--- config.mk ---
export PLATFORM = sky130hd
export DESIGN_NAME = sprite_blitter
export DESIGN_NICKNAME = d
export VERILOG_FILES = /design/src/rtl/sprite_blitter.sv
export SDC_FILE = /design/constraint.sdc
export NUM_CORES = 1
export LEC_CHECK = 0
export ABC_AREA = 1
export CAP_MARGIN = 20
export CORE_MARGIN = 5
export CORE_UTILIZATION = 56
export CTS_BUF_LIST = sky130_fd_sc_hd__clkbuf_16
export CTS_CLUSTER_SIZE = 14
export DETAILED_ROUTE_END_ITERATION = 12
export HOLD_SLACK_MARGIN = 0.08
export MAX_ROUTING_LAYER = met4
export PLACE_DENSITY = 0.85
export SYNTH_ARGS = -nofsm -noshare
export SYNTH_HDL_FRONTEND = slang
export SYNTH_SLANG_ARGS = --single-unit
--- constraint.sdc ---
create_clock -name clk -period 3.22 [get_ports clk]
set_input_delay 0.322 -clock clk [delete_from_list [all_inputs] [get_ports clk]]
set_output_delay 0.322 -clock clk [all_outputs]
set_load 0.01 [all_outputs]
--- src/rtl/sprite_blitter.sv ---
// Sprite draw engine: walks an SPR_W x SPR_H ROM one pixel per clock and emits framebuffer plots.
// Latency: SPR_W*SPR_H + ROM_LAT + 1 clocks from accepted start to draw_done; no backpressure, start ignored while busy.
module sprite_blitter #(
  parameter int             SPR_W    = 32,
  parameter int             SPR_H    = 32,
  parameter int             ADDR_W   = 10,
  parameter int             CW       = 3,
  parameter int             ROM_LAT  = 1,
  parameter int             SCREEN_W = 640,
  parameter int             SCREEN_H = 480,
  parameter int             KEY_EN   = 1,
  parameter logic [CW-1:0]  KEY      = '0
) (
  input  logic              clk,
  input  logic              reset_n,
  input  logic              start,
  input  logic              abort,
  input  logic [9:0]        x_pos,
  input  logic [9:0]        y_pos,
  input  logic              flip_x,
  input  logic              flip_y,
  input  logic [CW-1:0]     sprite_pixel_data,
  output logic [ADDR_W-1:0] address_out,
  output logic              plot_out,
  output logic [9:0]        x_pix,
  output logic [9:0]        y_pix,
  output logic [CW-1:0]     color,
  output logic              busy,
  output logic              draw_done
);

  localparam int COL_W = (SPR_W > 1) ? $clog2(SPR_W) : 1;
  localparam int ROW_W = (SPR_H > 1) ? $clog2(SPR_H) : 1;

  typedef enum logic [1:0] {S_IDLE, S_RUN, S_FLUSH, S_DONE} state_t;

  state_t            state, state_nxt;
  logic [COL_W-1:0]  col, src_col;
  logic [ROW_W-1:0]  row, src_row;
  logic [2:0]        flush_cnt;
  logic [9:0]        x_lat, y_lat;
  logic              fx_lat, fy_lat;
  logic              accept, abort_eff, col_last, last_pix;
  logic              vld_0, vld_o;
  logic [10:0]       x_0, y_0, x_o, y_o;

  assign accept    = (state == S_IDLE) && start && !abort;
  assign abort_eff = abort && (state != S_IDLE);
  assign col_last  = (col == COL_W'(SPR_W - 1));
  assign last_pix  = col_last && (row == ROW_W'(SPR_H - 1));

  always_ff @(posedge clk or negedge reset_n) begin
    if (!reset_n) state <= S_IDLE;
    else          state <= state_nxt;
  end

  always_comb begin
    state_nxt = state;
    case (state)
      S_IDLE:  if (accept) state_nxt = S_RUN;
      S_RUN:   if (last_pix) state_nxt = (ROM_LAT == 0) ? S_DONE : S_FLUSH;
      S_FLUSH: if (flush_cnt == 3'(ROM_LAT - 1)) state_nxt = S_DONE;
      S_DONE:  state_nxt = S_IDLE;
      default: state_nxt = S_IDLE;
    endcase
    if (abort_eff) state_nxt = S_IDLE;
  end

  always_comb begin
    busy      = 1'b0;
    draw_done = 1'b0;
    case (state)
      S_RUN, S_FLUSH: busy      = 1'b1;
      S_DONE:         draw_done = 1'b1;
      default:        ;
    endcase
  end

  always_ff @(posedge clk or negedge reset_n) begin
    if (!reset_n) begin
      col       <= '0;
      row       <= '0;
      flush_cnt <= '0;
      x_lat     <= '0;
      y_lat     <= '0;
      fx_lat    <= 1'b0;
      fy_lat    <= 1'b0;
    end else begin
      if (accept) begin
        x_lat  <= x_pos;
        y_lat  <= y_pos;
        fx_lat <= flip_x;
        fy_lat <= flip_y;
        col    <= '0;
        row    <= '0;
      end else if (abort_eff) begin
        col <= '0;
        row <= '0;
      end else if (state == S_RUN) begin
        if (col_last) begin
          col <= '0;
          row <= last_pix ? '0 : row + 1'b1;
        end else begin
          col <= col + 1'b1;
        end
      end
      flush_cnt <= (state == S_FLUSH) ? flush_cnt + 3'd1 : 3'd0;
    end
  end

  // Flips only remap the ROM address; screen coordinates always walk left-to-right, top-to-bottom.
  assign src_col     = fx_lat ? COL_W'(SPR_W - 1) - col : col;
  assign src_row     = fy_lat ? ROW_W'(SPR_H - 1) - row : row;
  assign address_out = ADDR_W'(src_row) * ADDR_W'(SPR_W) + ADDR_W'(src_col);

  assign vld_0 = (state == S_RUN) && !abort;
  assign x_0   = {1'b0, x_lat} + 11'(col);
  assign y_0   = {1'b0, y_lat} + 11'(row);

  generate
    if (ROM_LAT == 0) begin : g_nolat
      assign vld_o = vld_0;
      assign x_o   = x_0;
      assign y_o   = y_0;
    end else begin : g_lat
      logic [ROM_LAT-1:0] vld_q;
      logic [10:0]        x_q [ROM_LAT];
      logic [10:0]        y_q [ROM_LAT];

      always_ff @(posedge clk or negedge reset_n) begin
        if (!reset_n) begin
          vld_q <= '0;
          for (int i = 0; i < ROM_LAT; i++) begin
            x_q[i] <= '0;
            y_q[i] <= '0;
          end
        end else begin
          vld_q[0] <= abort_eff ? 1'b0 : vld_0;
          x_q[0]   <= x_0;
          y_q[0]   <= y_0;
          for (int i = 1; i < ROM_LAT; i++) begin
            vld_q[i] <= abort_eff ? 1'b0 : vld_q[i-1];
            x_q[i]   <= x_q[i-1];
            y_q[i]   <= y_q[i-1];
          end
        end
      end

      assign vld_o = vld_q[ROM_LAT-1];
      assign x_o   = x_q[ROM_LAT-1];
      assign y_o   = y_q[ROM_LAT-1];
    end
  endgenerate

  assign plot_out = vld_o && (x_o < 11'(SCREEN_W)) && (y_o < 11'(SCREEN_H)) &&
                    !((KEY_EN != 0) && (sprite_pixel_data == KEY));
  assign x_pix    = x_o[9:0];
  assign y_pix    = y_o[9:0];
  assign color    = sprite_pixel_data;

endmodule

==> reports/results.txt <==
Status: completed
Critical Path End Type: register
Relative slew slack: 36.9%
Critical path class: register to register
Synth Cell Area: 3440 um^2
Commonest non-fill, non-tap cell in the layout: nand2_1
Resize count post-CTS: 0
Peak supply drop: 0.477 mV
Initial DRC count: 169
Fin. max-slew vios: 0
R2r setup slk: 1200 ps
Final period util: 62.8%
Die width: 88.3 um
Leakage: 2.15 nW
Share of layout cells above drive strength 1: 7.14%
Layout net count: 495
Area fraction of the dominant cell type after synthesis: 43.7%
FF-to-FF End: col[3]
Total die area: 7800 um^2
Post-layout min period: 2020 ps
Crit path to: col[3]
TritonRoute pass-1 iters: 4
Max clock buf depth: 2
Setup TNS: 0 ps
Largest net degree at the start of global routing: 46
Arr. time, crit path: 2240 ps
Post-route ant nets: 0
RR Startpoint: state[1]
CTS sink count: 60
Number of remaining DRC errors: 0
CTS tree: yes
CP startpoint kind: register
Clk_lat worst skew: 330 ps
Clk slew on worst S/H paths: 50 ps
Part of the power in registers: 33.9%
Worst hold path class: primary input to async pin
Part of the power in combinational logic: 44.5%
Num CTS Buffers: 9
Vias in the first global route: 2,827
Synthesis-stage register bit count: 60
Clk pwr share: 21.7%
Filler instances: 455
Sw Share: 37.1%
Worst Path Required: 3430 ps
Max Clk Rate: 0.495 GHz
Routability cong.: 0.937
Synth area leader: dfrtp_1
Most frequent cells in the layout: nand2_1 (83), clkdlybuf4s50_1 (63), dfrtp_1 (60)
Via/cell ratio: 5.23
Initial Utilization: 57.7%
Syn. warnings: 0
GRT overflow: 0
Port buffer count: 64
Fin. Hold Viols: 0
First-pass GRT wire length: 12,500 um
Slew @ Worst Pin: 946 ps
Synth-to-Final Area Change: 22.4%
Synth cell types: 29
Vias: 2,735
DR WL/cell: 14.0 um
Unrepaired setup endpoints after global routing: false
Synth area leaders: dfrtp_1 (44%), nand2_1 (9.1%), ha_1 (7.6%)
R2r worst-path depth: 7
Post-Syn Nets: 449
Rows: 28
Clock Skews: 3.57 ps
Sum of routed wire length over all layers: 7320 um
Initial antenna violation count: 0
Seq/Total Area, Yosys: 43.7%
Syn Inst Count: 397
PwrDens: 911 nW/um^2
Clock root cell: clkbuf_16
Crit-path max FO: 45
CP Launch Point: state[1]
Post-CTS Setup Repair Bufs: 0
Hold Buf Count CTS: 0
P_sw: 1.42 mW
Fin util: 70.6%
Final setup fails: 0
Depth of the CTS H-tree: 3
Int Power: 2.41 mW
HPWL after DPL: 5190 um
IO Pins: 65
Core area: 5960 um^2
Avg Inst Size Synth: 8.65 um^2
Die Y: 88.3 um
Overall routing resource usage: 21.3%
Maxcap violations: 0
ANT cells: 0
per-stage QoR:
stage	hold WS, ps	setup WS, ps	power (mW)	std cells	instance area (um^2)
floorplan	26.4	1640	2.45	397	3440
global placement	442	1240	2.93	507	3950
detailed placement	449	1120	3.00	507	3950
CTS	192	1210	3.86	523	4210
global route	245	1040	4.12	523	4210
finish	148	1200	3.83	523	4210
how the worst min path moves through the flow:
| stage | from | endpoint | slack, ps | depth (start not counted) |
|---|---|---|---|---|
| 2_1_floorplan | reset_n | col[0] | 30 | 0 |
| 3_3_place_gp | flush_cnt[0] | flush_cnt[0] | 440 | 1 |
| 3_5_place_dp | flush_cnt[0] | flush_cnt[0] | 450 | 1 |
| 4_1_cts | reset_n | flush_cnt[1] | 190 | 1 |
| 5_1_grt | reset_n | y_lat[0] | 240 | 1 |
| 6_report | reset_n | row[3] | 150 | 1 |
cell type report:
cell class                 instances  area [um^2]  share of cell area, %
clock buffer                       9          225                   5.35
clock inverter                     7         36.3                  0.863
inverter                          55          206                   4.91
multi-input combinational        252         1500                   35.7
sequential                        60         1500                   35.7
tap                               75         93.8                   2.23
timing repair buffer              65          643                   15.3
kinds of logic after synthesis:
group	share of synthesized area, %
AND/OR/NAND/NOR	21.6
buffers and inverters	12.6
flip-flops	43.7
AO/OA/AOI/OAI	4.66
adder cells (fa/ha/maj)	8.81
XOR/XNOR	4.59
multiplexers	4.04
routing by layer:
metal  global-route usage, %  wire [um]
met1                    25.3       3070
met2                    35.0       3670
met3                    4.56        410
met4                    8.93        172
met5                       -          0
power by group through the flow:
| stage | sequential [mW] | clock, mW | combinational, mW |
|---|---|---|---|
| finish | 1.30 | 0.830 | 1.70 |
| global route | 1.34 | 0.870 | 1.91 |
| CTS | 1.30 | 0.837 | 1.72 |
| detailed placement | 1.31 | 0 | 1.69 |
| global placement | 1.29 | 0 | 1.64 |
| floorplan | 1.22 | 0 | 1.24 |
synth_stat cells:
| cell | number |
|---|---|
| nand2_2 | 1 |
| buf_8 | 1 |
| a21oi_1 | 17 |
| buf_2 | 2 |
| nor3_2 | 1 |
| fa_1 | 2 |
| nand2_1 | 83 |
| inv_2 | 1 |
| clkbuf_1 | 2 |
| ha_1 | 21 |
| o21a_1 | 1 |
| nand3_4 | 1 |
| mux2_2 | 3 |
| xnor2_1 | 6 |
| mux2_4 | 7 |
| nor2_1 | 35 |
| o21ai_1 | 1 |
| dfrtp_1 | 60 |
| buf_4 | 23 |
| nand3_1 | 33 |
| or2_2 | 3 |
| xor2_1 | 12 |
| o21ai_0 | 11 |
| nand4_1 | 10 |
| o31ai_1 | 1 |
| inv_1 | 54 |
| nand3b_1 | 1 |
| nor3_1 | 2 |
| buf_6 | 2 |
worst max-delay path: stages (launching register included):
cell and delay, ps:
dfrtp_1 410, inv_1 130, ha_1 250, nand3_4 470, nand3_1 400, nand3_1 120
nand2_1 90, nor2_1 40
registers in the layout, indices dropped and copies added, names as in the netlist:
| signal | flops |
|---|---|
| y_lat | 10 |
| fy_lat | 1 |
| x_lat | 10 |
| g_lat.y_q | 11 |
| state | 2 |
| g_lat.vld_q | 1 |
| fx_lat | 1 |
| col | 5 |
| row | 5 |
| flush_cnt | 3 |
| g_lat.x_q | 11 |
Note: power is estimated with default switching activity, not from simulation.
